**src/rtl/seg7_msg_sequencer_pkg.sv**
```systemverilog
// Shared types and widths for the 7-segment message sequencer.
package seg7_seq_pkg;

  localparam int unsigned PRESC_W = 24;
  localparam int unsigned RATE_W  = 2;
  localparam int unsigned DIGIT_W = 4;

  typedef enum logic [1:0] {
    IDLE  = 2'd0,
    RUN   = 2'd1,
    PAUSE = 2'd2,
    GAP   = 2'd3
  } seq_state_t;

  // Index where a pass begins for the given direction.
  function automatic logic [DIGIT_W-1:0] seq_first(input logic rev, input int unsigned len);
    return rev ? DIGIT_W'(len - 1) : '0;
  endfunction

  // Index where a pass ends for the given direction.
  function automatic logic [DIGIT_W-1:0] seq_last(input logic rev, input int unsigned len);
    return rev ? '0 : DIGIT_W'(len - 1);
  endfunction

endpackage

```
**src/rtl/seg7_msg_sequencer_btn.sv**
```systemverilog
// Rising-edge detector for one control input.
// With SEQ_DEBOUNCE_EN defined, the input is first synchronised (2 FF) and
// debounced (DEB_CYCLES consecutive equal samples) before edge detection.
module seg7_seq_btn #(
  parameter int unsigned DEB_CYCLES = 16
) (
  input  logic clk,
  input  logic reset,
  input  logic i_in,
  output logic o_edge
);

  logic r_prev;
  logic w_level;

`ifdef SEQ_DEBOUNCE_EN
  localparam int unsigned CNT_W = $clog2(DEB_CYCLES + 1);

  logic             r_sync1;
  logic             r_sync2;
  logic             r_level;
  logic [CNT_W-1:0] r_deb_cnt;

  // Two-stage synchroniser; resets high so a held input gives no edge.
  always_ff @(posedge clk) begin
    if (reset) begin
      r_sync1 <= 1'b1;
      r_sync2 <= 1'b1;
    end else begin
      r_sync1 <= i_in;
      r_sync2 <= r_sync1;
    end
  end

  // Accept a new level only after DEB_CYCLES consecutive differing samples.
  always_ff @(posedge clk) begin
    if (reset) begin
      r_level   <= 1'b1;
      r_deb_cnt <= '0;
    end else if (r_sync2 == r_level) begin
      r_deb_cnt <= '0;
    end else if (r_deb_cnt == CNT_W'(DEB_CYCLES - 1)) begin
      r_level   <= r_sync2;
      r_deb_cnt <= '0;
    end else begin
      r_deb_cnt <= r_deb_cnt + 1'b1;
    end
  end

  assign w_level = r_level;
`else
  assign w_level = i_in;
`endif

  // Previous-sample flop for edge detection; resets high.
  always_ff @(posedge clk) begin
    if (reset) r_prev <= 1'b1;
    else       r_prev <= w_level;
  end

  assign o_edge = w_level & ~r_prev;

endmodule

```
**src/rtl/seg7_msg_sequencer.sv**
```systemverilog
// 7-segment message sequencer: start/stop/step control, direction, looping
// with blank gap, and selectable speed. Optional input debouncing is
// enabled by defining SEQ_DEBOUNCE_EN.
module seg7_msg_sequencer
  import seg7_seq_pkg::*;
#(
  parameter logic [PRESC_W-1:0] TICK_DIV    = 24'd10_000_000,
  parameter int unsigned        MSG_LEN     = 16,
  parameter int unsigned        BLANK_TICKS = 2,
  parameter int unsigned        DEB_CYCLES  = 16
) (
  input  logic              clk,
  input  logic              reset,
  input  logic              start,
  input  logic              stop,
  input  logic              step,
  input  logic              dir,
  input  logic              loop,
  input  logic [RATE_W-1:0] rate,
  output logic [DIGIT_W-1:0] digit,
  output logic              blank,
  output logic              tick,
  output logic              busy,
  output logic              done,
  output logic [1:0]        state
);

  logic w_start, w_stop, w_step;

  seg7_seq_btn #(.DEB_CYCLES(DEB_CYCLES)) u_btn_start (
    .clk(clk), .reset(reset), .i_in(start), .o_edge(w_start)
  );
  seg7_seq_btn #(.DEB_CYCLES(DEB_CYCLES)) u_btn_stop (
    .clk(clk), .reset(reset), .i_in(stop), .o_edge(w_stop)
  );
  seg7_seq_btn #(.DEB_CYCLES(DEB_CYCLES)) u_btn_step (
    .clk(clk), .reset(reset), .i_in(step), .o_edge(w_step)
  );

  seq_state_t         r_state, w_nxt_state;
  logic [DIGIT_W-1:0] r_digit, w_nxt_digit;
  logic               r_blank, w_nxt_blank;
  logic               r_tick,  w_nxt_tick;
  logic               r_busy,  w_nxt_busy;
  logic               r_done,  w_nxt_done;
  logic [PRESC_W-1:0] r_cnt,   w_nxt_cnt;
  logic [7:0]         r_gap,   w_nxt_gap;

  logic [PRESC_W-1:0] w_period;
  logic [PRESC_W-1:0] w_limit;
  logic               w_running;
  logic               w_itick;
  logic [DIGIT_W-1:0] w_first;
  logic [DIGIT_W-1:0] w_last;
  logic [DIGIT_W-1:0] w_adv;

  assign w_period  = TICK_DIV >> rate;
  assign w_limit   = (w_period == '0) ? '0 : w_period - 1'b1;
  assign w_running = (r_state == RUN) || (r_state == GAP);
  assign w_itick   = w_running && (r_cnt >= w_limit);
  assign w_first   = seq_first(dir, MSG_LEN);
  assign w_last    = seq_last(dir, MSG_LEN);
  assign w_adv     = dir ? r_digit - 1'b1 : r_digit + 1'b1;

  // State and output registers.
  always_ff @(posedge clk) begin
    if (reset) begin
      r_state <= IDLE;
      r_digit <= '0;
      r_blank <= 1'b1;
      r_tick  <= 1'b0;
      r_busy  <= 1'b0;
      r_done  <= 1'b0;
      r_cnt   <= '0;
      r_gap   <= '0;
    end else begin
      r_state <= w_nxt_state;
      r_digit <= w_nxt_digit;
      r_blank <= w_nxt_blank;
      r_tick  <= w_nxt_tick;
      r_busy  <= w_nxt_busy;
      r_done  <= w_nxt_done;
      r_cnt   <= w_nxt_cnt;
      r_gap   <= w_nxt_gap;
    end
  end

  // Next-state, next-output and prescaler logic; start > stop > step > tick.
  always_comb begin
    w_nxt_state = r_state;
    w_nxt_digit = r_digit;
    w_nxt_blank = r_blank;
    w_nxt_tick  = 1'b0;
    w_nxt_done  = 1'b0;
    w_nxt_gap   = r_gap;

    unique case (r_state)
      IDLE: begin
        if (w_start) begin
          w_nxt_state = RUN;
          w_nxt_digit = w_first;
          w_nxt_blank = 1'b0;
        end
      end
      RUN: begin
        if (w_start) begin
          w_nxt_digit = w_first;
          w_nxt_blank = 1'b0;
        end else if (w_stop) begin
          w_nxt_state = PAUSE;
        end else if (w_step) begin
          // step has no action while running but still outranks the tick
        end else if (w_itick) begin
          if (r_digit != w_last) begin
            w_nxt_digit = w_adv;
            w_nxt_tick  = 1'b1;
          end else if (loop) begin
            if (BLANK_TICKS == 0) begin
              w_nxt_digit = w_first;
              w_nxt_tick  = 1'b1;
            end else begin
              w_nxt_state = GAP;
              w_nxt_blank = 1'b1;
              w_nxt_gap   = '0;
            end
          end else begin
            w_nxt_state = IDLE;
            w_nxt_blank = 1'b1;
            w_nxt_done  = 1'b1;
          end
        end
      end
      GAP: begin
        if (w_start) begin
          w_nxt_state = RUN;
          w_nxt_digit = w_first;
          w_nxt_blank = 1'b0;
        end else if (w_stop) begin
          w_nxt_state = PAUSE;
          w_nxt_digit = w_first;
          w_nxt_blank = 1'b0;
        end else if (w_step) begin
          // dropped tick, as in RUN
        end else if (w_itick) begin
          if (32'(r_gap) + 32'd1 >= BLANK_TICKS) begin
            w_nxt_state = RUN;
            w_nxt_digit = w_first;
            w_nxt_blank = 1'b0;
            w_nxt_tick  = 1'b1;
          end else begin
            w_nxt_gap = r_gap + 8'd1;
          end
        end
      end
      PAUSE: begin
        w_nxt_blank = 1'b0;
        if (w_start) begin
          w_nxt_state = RUN;
        end else if (w_stop) begin
          // already paused; swallows a same-cycle step
        end else if (w_step) begin
          if (r_digit != w_last) begin
            w_nxt_digit = w_adv;
            w_nxt_tick  = 1'b1;
          end else if (loop) begin
            w_nxt_digit = w_first;
            w_nxt_tick  = 1'b1;
          end
        end
      end
      default: w_nxt_state = IDLE;
    endcase

    w_nxt_cnt = w_running ? (w_itick ? '0 : r_cnt + 1'b1) : '0;
    if ((w_nxt_state != r_state) || w_start) w_nxt_cnt = '0;
    w_nxt_busy = (w_nxt_state == RUN) || (w_nxt_state == GAP);
  end

  assign digit = r_digit;
  assign blank = r_blank;
  assign tick  = r_tick;
  assign busy  = r_busy;
  assign done  = r_done;
  assign state = r_state;

endmodule

```
**config.mk**
```make
export PLATFORM = sky130hd
export DESIGN_NAME = seg7_msg_sequencer
export DESIGN_NICKNAME = d
export VERILOG_FILES = /design/src/rtl/seg7_msg_sequencer_pkg.sv /design/src/rtl/seg7_msg_sequencer_btn.sv /design/src/rtl/seg7_msg_sequencer.sv
export SDC_FILE = /design/constraint.sdc
export NUM_CORES = 1
export LEC_CHECK = 0
export ABC_AREA = 1
export CORE_MARGIN = 2
export CORE_UTILIZATION = 60
export CTS_CLUSTER_DIAMETER = 50
export DETAILED_ROUTE_END_ITERATION = 10
export PLACE_DENSITY = 0.8
export RECOVER_POWER = 25
export SYNTH_ARGS = -nofsm -noshare
export SYNTH_HDL_FRONTEND = slang
export SYNTH_SLANG_ARGS = --single-unit
```
**constraint.sdc**
```tcl
create_clock -name clk -period 7.35 [get_ports clk]
set_input_delay 1.1025 -clock clk [delete_from_list [all_inputs] [get_ports clk]]
set_output_delay 1.1025 -clock clk [all_outputs]
set_load 0.02 [all_outputs]
```
==> run summary, run 1 <==
RSZ-0062 raised after global routing = no
Row cnt = 26
Sw frac = 39.6%
Core box area = 5200 µm²
# DRC = 0
Crit start category = primary input
Post-Layout Cell Count = 555
Antenna Cells = 0
Total design power = 0.000798 W
# placed instances = 547
Root Buffer = clkbuf_8
Internal = 0.000482 W
Detailed placer's ending HPWL = 4990 µm
Global placement routability congestion = 0.903
Initial antenna violation count = 0
Worst slew pin tran = 635 ps
Final min period = 4780 ps
Wirelength per Cell = 11.5 µm
Hold Crit Depth = 2
Fmax = 209 MHz
Post-synthesis mux area share = 0%
CTS sink cnt = 44
Worst-path clk slew = 80 ps
Commonest non-fill, non-tap cells in the layout = nand2_1, inv_1, nor2_1, dfxtp_1, ha_1
Filler cells = 464
CP Data Required Time = 7510 ps
Clk pwr share = 22.7%
P&R area growth vs syn = 10.4%
H-tree level count = 2
Die extent in x = 77.9 µm
Flop pwr share = 35.3%
Main combinational cell family by area after synthesis = simple AND/OR/NAND/NOR gates
CTS resizes = 0
EDFF count, synth = 0
Top cell by count, worst path = nand2_1
Vias in the first global route = 2689
Final worst-path cycle share = 65.0%
Register area share after synthesis = 26.9%
PortBufs = 18
Adder-cell area share of the yosys netlist = 16.3%
CTS tree = done
Slowest cell on the critical path = clkdlybuf4s50_1
Clk_lat worst skew = 300 ps
XOR/XNOR share of the synthesized area = 7.75%
Setup tns final = 0 ps
Final Net Count = 535
Post-synth ARST share = 0%
Final Slew Violations = 0
Count of cell types in the netlist = 40
Setup Fix Bufs, Post-CTS = 0
CP peak stage delay = 580 ps
Final setup viols = 0
Cells after Synth = 463
Fin Clk Skew = 7.42 ps
Number of max-cap violations = 0
First-pass GRT wire length = 11300 µm
Simple-Gate Fraction of Synth Area = 33.5%
Worst min path class = reg2reg
Cells on worst reg2reg path = 19
Die H = 77.9 µm
Final Hold Fails = 0
Hold_buf cts = 0
Clock buffer count from CTS = 5
I/O pin total = 19
CTS Buffer Depth = 2
ANT nets after route = 0
Drt first-iter violations = 98
Crit path kind = in2reg
Top_reg_cell synth = dfxtp_1
Psw = 0.000317 W
Initial Utilization = 63.0%
Syn_nets = 514
Final wirelength = 6410 µm
Gr ovfl total = 0
Via count = 2839
Largest net degree at the start of global routing = 25
Status = complete, no violations
Leakage power = 1.70 nW
PwrDens = 221 nW/µm²
GRT Total Usage = 22.6%
Vias per cell = 5.12
CP Max Fanout = 24
Die ar. = 6070 µm²
Most common cell after layout, fill and taps aside = nand2_1
Share of cells above drive strength 1 = 10.7%
Yosys reg bits = 44
Mapped cell area = 3280 µm²
Compound-Gate Fraction of Synth Area = 6.60%
Worst EP arrival = 4940 ps
Total number of yosys warnings = 0
Worst slew margin = 57.5%
Syn Area/Cell = 7.08 µm²
Combinational fraction of design power = 41.9%
Crit. End Element = flip-flop
Peak supply drop = 0.225 mV
1st-pass router iterations = 4
[metal layers]
layer	up-vias	wire length, µm	global-route usage (%)	part of all wire (%)
li1	1500	-	-	-
met1	1260	2940	26.9	46
met2	60	3070	40.7	48
met3	19	247	3.84	3.9
met4	0	155	8.07	2.4
met5	-	0	0	0
[critical path: cells and delay by family]
kind                     cells  cell delay (ps)
AO/OA/AOI/OAI                1              110
adder cells (fa/ha/maj)      2              660
AND/OR/NAND/NOR             20             2100
buffers and inverters        5              950
[metrics by stage]
step	worst slack, ps	util, %	hold WS [ps]	area (µm²)
final	2570	69.6	464	3620
after floorplan	3500	-	433	3280
after CTS	2590	69.6	469	3620
after global routing	2180	69.6	497	3620
after global placement	2440	67.5	443	3510
after detailed placement	2290	67.5	451	3510
[power groups by stage]
stage / Combinational [W] / Sequential [W] / Clock, W
6_report: 0.000335 / 0.000282 / 0.000182
5_1_grt: 0.000382 / 0.000286 / 0.000196
4_1_cts: 0.000342 / 0.000282 / 0.000189
3_5_place_dp: 0.000339 / 0.000287 / 0
3_3_place_gp: 0.000333 / 0.000288 / 0
2_1_floorplan: 0.000238 / 0.000302 / 0
[state kept, by name, indices dropped and copies added (netlist names), 2 cells and up]
signal and cells:
state 2, r_gap 8, r_cnt 24, digit 4
[synthesized netlist by cell type (all sizes together) (2+ instances only)]
cell	n	area (µm²)
xnor2	9	78.8
a21oi	17	85.1
inv	66	248
nand3b	2	15.0
dfxtp	44	881
nand2	116	445
o21ai	8	40.0
nand4	6	37.5
ha	41	513
nand3	19	123
clkinv	4	15.0
buf	3	30.0
nor2	76	353
or2	3	18.8
xor2	20	175
o22ai	3	18.8
nor3	12	76.3
nor4	2	12.5
o211ai	2	15.0
[logic make-up after synthesis]
logic type               count (synthesis)
AO/OA/AOI/OAI                           36
buffers and inverters                   74
flip-flops                              44
XOR/XNOR                                29
AND/OR/NAND/NOR                        238
adder cells (fa/ha/maj)                 42
[area by class of cell]
| class | count | area (µm²) | share of cell area [%] |
|---|---|---|---|
| multi-input combinational | 345 | 2100 | 58.1 |
| sequential | 44 | 881 | 24.3 |
| inverter | 70 | 263 | 7.26 |
| timing repair buffer | 18 | 180 | 4.98 |
| tap | 70 | 87.6 | 2.42 |
| clock buffer | 6 | 72.6 | 2.00 |
| clock inverter | 2 | 35.0 | 0.968 |
[final timing paths]
kind                                 from       end  slack (ps)
worst max-delay path              rate[0]  r_cnt[5]        2570
worst min register to register      blank     blank         460
worst min-delay path                blank     blank         460
worst max register to register  r_cnt[17]  r_cnt[5]        4610
No activity file was read; power rests on OpenSTA's default activity.
==> inputs of run 2 (changes only) <==
- clock period: 7.35 -> 4.8 ns (I/O delays scaled with it)
==> run 2 against run 1 <==
  * Worst setup slack lost 1900 ps
  * First-iteration DRC count grew 20%
  * Routed wire length grew 1.9%
  * Combinational power grew 56%
  * Global-route usage grew 0.67 points
  * Total power grew 48%
  * Sequential cell count is the same
  * Cell count grew 0.18%
  * Clock power grew 26%
  * Count of clock-buffer cells in the layout shrank 1
  * Worst hold slack gained 5.2 ps
  * Sequential share of layout area is the same
  * Critical endpoint is now r_cnt[4]
  * Largest power group unchanged
==> run summary, run 2 (synthesis gave the netlist of run 1 again) <==
Status = complete, no violations
CP Data Required Time = 4990 ps (-2520 ps)
Clk pwr share = 19.4% (-3.3 points)
Psw = 0.000488 W (+54%)
Vias in the first global route = 2716 (+1.0%)
Crit. End Element = flip-flop
GRT Total Usage = 23.3% (+0.67 points)
Crit path kind = in2reg
Crit start category = primary input
H-tree level count = 2 (unchanged)
Max reg flops = 24 (unchanged)
CP Max Fanout = 24 (unchanged)
CTS Buffer Depth = 2 (unchanged)
Worst path buffer plus inverter count = 6 (+1)
Final Net Count = 536 (+0.19%)
I/O pin total = 19 (unchanged)
Share of cells above drive strength 1 = 11.1% (+0.39 points)
P&R area growth vs syn = 10.4% (unchanged)
Die extent in x = 77.9 µm (unchanged)
CTS tree = done
Row cnt = 26 (unchanged)
Core box area = 5200 µm² (unchanged)
Setup tns final = 0 ps (unchanged)
Detailed placer's ending HPWL = 5160 µm (+3.3%)
Worst slew pin tran = 572 ps (-62.3 ps)
Final setup viols = 0 (unchanged)
Filler cells = 465 (+0.22%)
Slowest cell on the critical path = clkdlybuf4s50_1
PwrDens = 326 nW/µm² (+48%)
Number of max-cap violations = 0 (unchanged)
Combinational fraction of design power = 44.1% (+2.2 points)
Top cell by count, worst path = nand2_1
RSZ-0062 raised after global routing = no
Die H = 77.9 µm (unchanged)
Via count = 2827 (-0.42%)
Wirelength per Cell = 11.7 µm (+1.7%)
Final min period = 4140 ps
Sw frac = 41.3% (+1.7 points)
Vias per cell = 5.08 (-0.60%)
Fmax = 242 MHz
Drt first-iter violations = 118 (+20%)
Final Hold Fails = 0 (unchanged)
CP peak stage delay = 580 ps (about the same)
Final worst-path cycle share = 86.2%
Internal = 0.000693 W (+44%)
Antenna Cells = 0 (unchanged)
CP delay by family, top = simple AND/OR/NAND/NOR gates
Gr ovfl total = 0 (unchanged)
CTS resizes = 0 (unchanged)
Global placement routability congestion = 0.900 (-0.23%)
Die ar. = 6070 µm² (unchanged)
Flop pwr share = 36.5% (+1.2 points)
Worst slew margin = 61.7% (+4.2 points)
Clk_lat worst skew = 300 ps (about the same)
ANT nets after route = 0 (unchanged)
PortBufs = 18 (unchanged)
Worst min path class = reg2reg
Initial antenna violation count = 0 (unchanged)
Leakage power = 1.70 nW (+0.19%)
Fin Clk Skew = 8.31 ps (+0.897 ps)
# DRC = 0 (unchanged)
Final wirelength = 6530 µm (+1.9%)
Root Buffer = clkbuf_8
Largest net degree at the start of global routing = 25 (unchanged)
Hold_buf cts = 0 (unchanged)
Worst EP arrival = 4330 ps (-610 ps)
Commonest non-fill, non-tap cells in the layout = nand2_1, inv_1, nor2_1, dfxtp_1, ha_1
Final Util = 69.6% (unchanged)
Setup Fix Bufs, Post-CTS = 0 (unchanged)
Most common cell after layout, fill and taps aside = nand2_1
Peak supply drop = 0.330 mV (+47%)
Top reg by flops = r_cnt
Final Slew Violations = 0 (unchanged)
1st-pass router iterations = 4 (unchanged)
Initial Utilization = 63.0% (unchanged)
Worst-path clk slew = 90 ps (about the same)
First-pass GRT wire length = 11600 µm (+1.9%)
CTS sink cnt = 44 (unchanged)
Clock buffer count from CTS = 5 (unchanged)
Total design power = 0.00118 W (+48%)
==> run 2: area by class of cell <==
class	instances	area [µm²]	area share, %
Tap cell	70	87.6	2.42
Timing Repair Buffer	19	200	5.53
Clock buffer	5	68.8	1.90
Multi-Input combinational cell	345	2100	58.1
Inverter	70	263	7.26
Sequential cell	44	881	24.3
Clock inverter	3	18.8	0.518
==> run 2: metrics by stage <==
stage	instance area (µm²)	worst slack (ps)	cells	hold slack, ps
CTS	3620	704	556	469
detailed placement	3530	400	548	455
floorplan	3280	1330	463	433
global placement	3530	537	548	445
global route	3620	351	556	503
finish	3620	662	556	470
==> run 2: tightest hold or removal path, stage by stage (launching register included) <==
cell and delay, ps:
dfxtp_1 320, inv_1 60, nor3_1 50
==> run 2: power by group through the flow <==
stage	clock network [W]	registers (W)	logic, W
3_3_place_gp	0	0.000441	0.000520
3_5_place_dp	0	0.000440	0.000527
4_1_cts	0.000239	0.000432	0.000529
6_report	0.000230	0.000431	0.000521
5_1_grt	0.000254	0.000437	0.000590
2_1_floorplan	0	0.000462	0.000364
==> run 2: per-layer routing <==
metal  share of wire [%]  vias to the layer above  global-route usage, %  wire (µm)
met2                  50                       46                   42.2       3250
met4                 1.4                        0                   8.60         93
met5                   0                        -                      0          0
met3                 2.9                        9                   3.60        190
li1                    -                     1503                      -          -
met1                  46                     1269                   27.5       2990
==> run 2: final timing paths <==
| path | startpoint | end | slack (ps) | depth (start not counted) |
|---|---|---|---|---|
| hold reg to reg | r_gap[4] | r_gap[4] | 470 | 2 |
| setup reg to reg | r_cnt[17] | r_cnt[4] | 2310 | 20 |
| setup / recovery | rate[1] | r_cnt[4] | 660 | 29 |
| hold / removal | r_gap[4] | r_gap[4] | 470 | 2 |
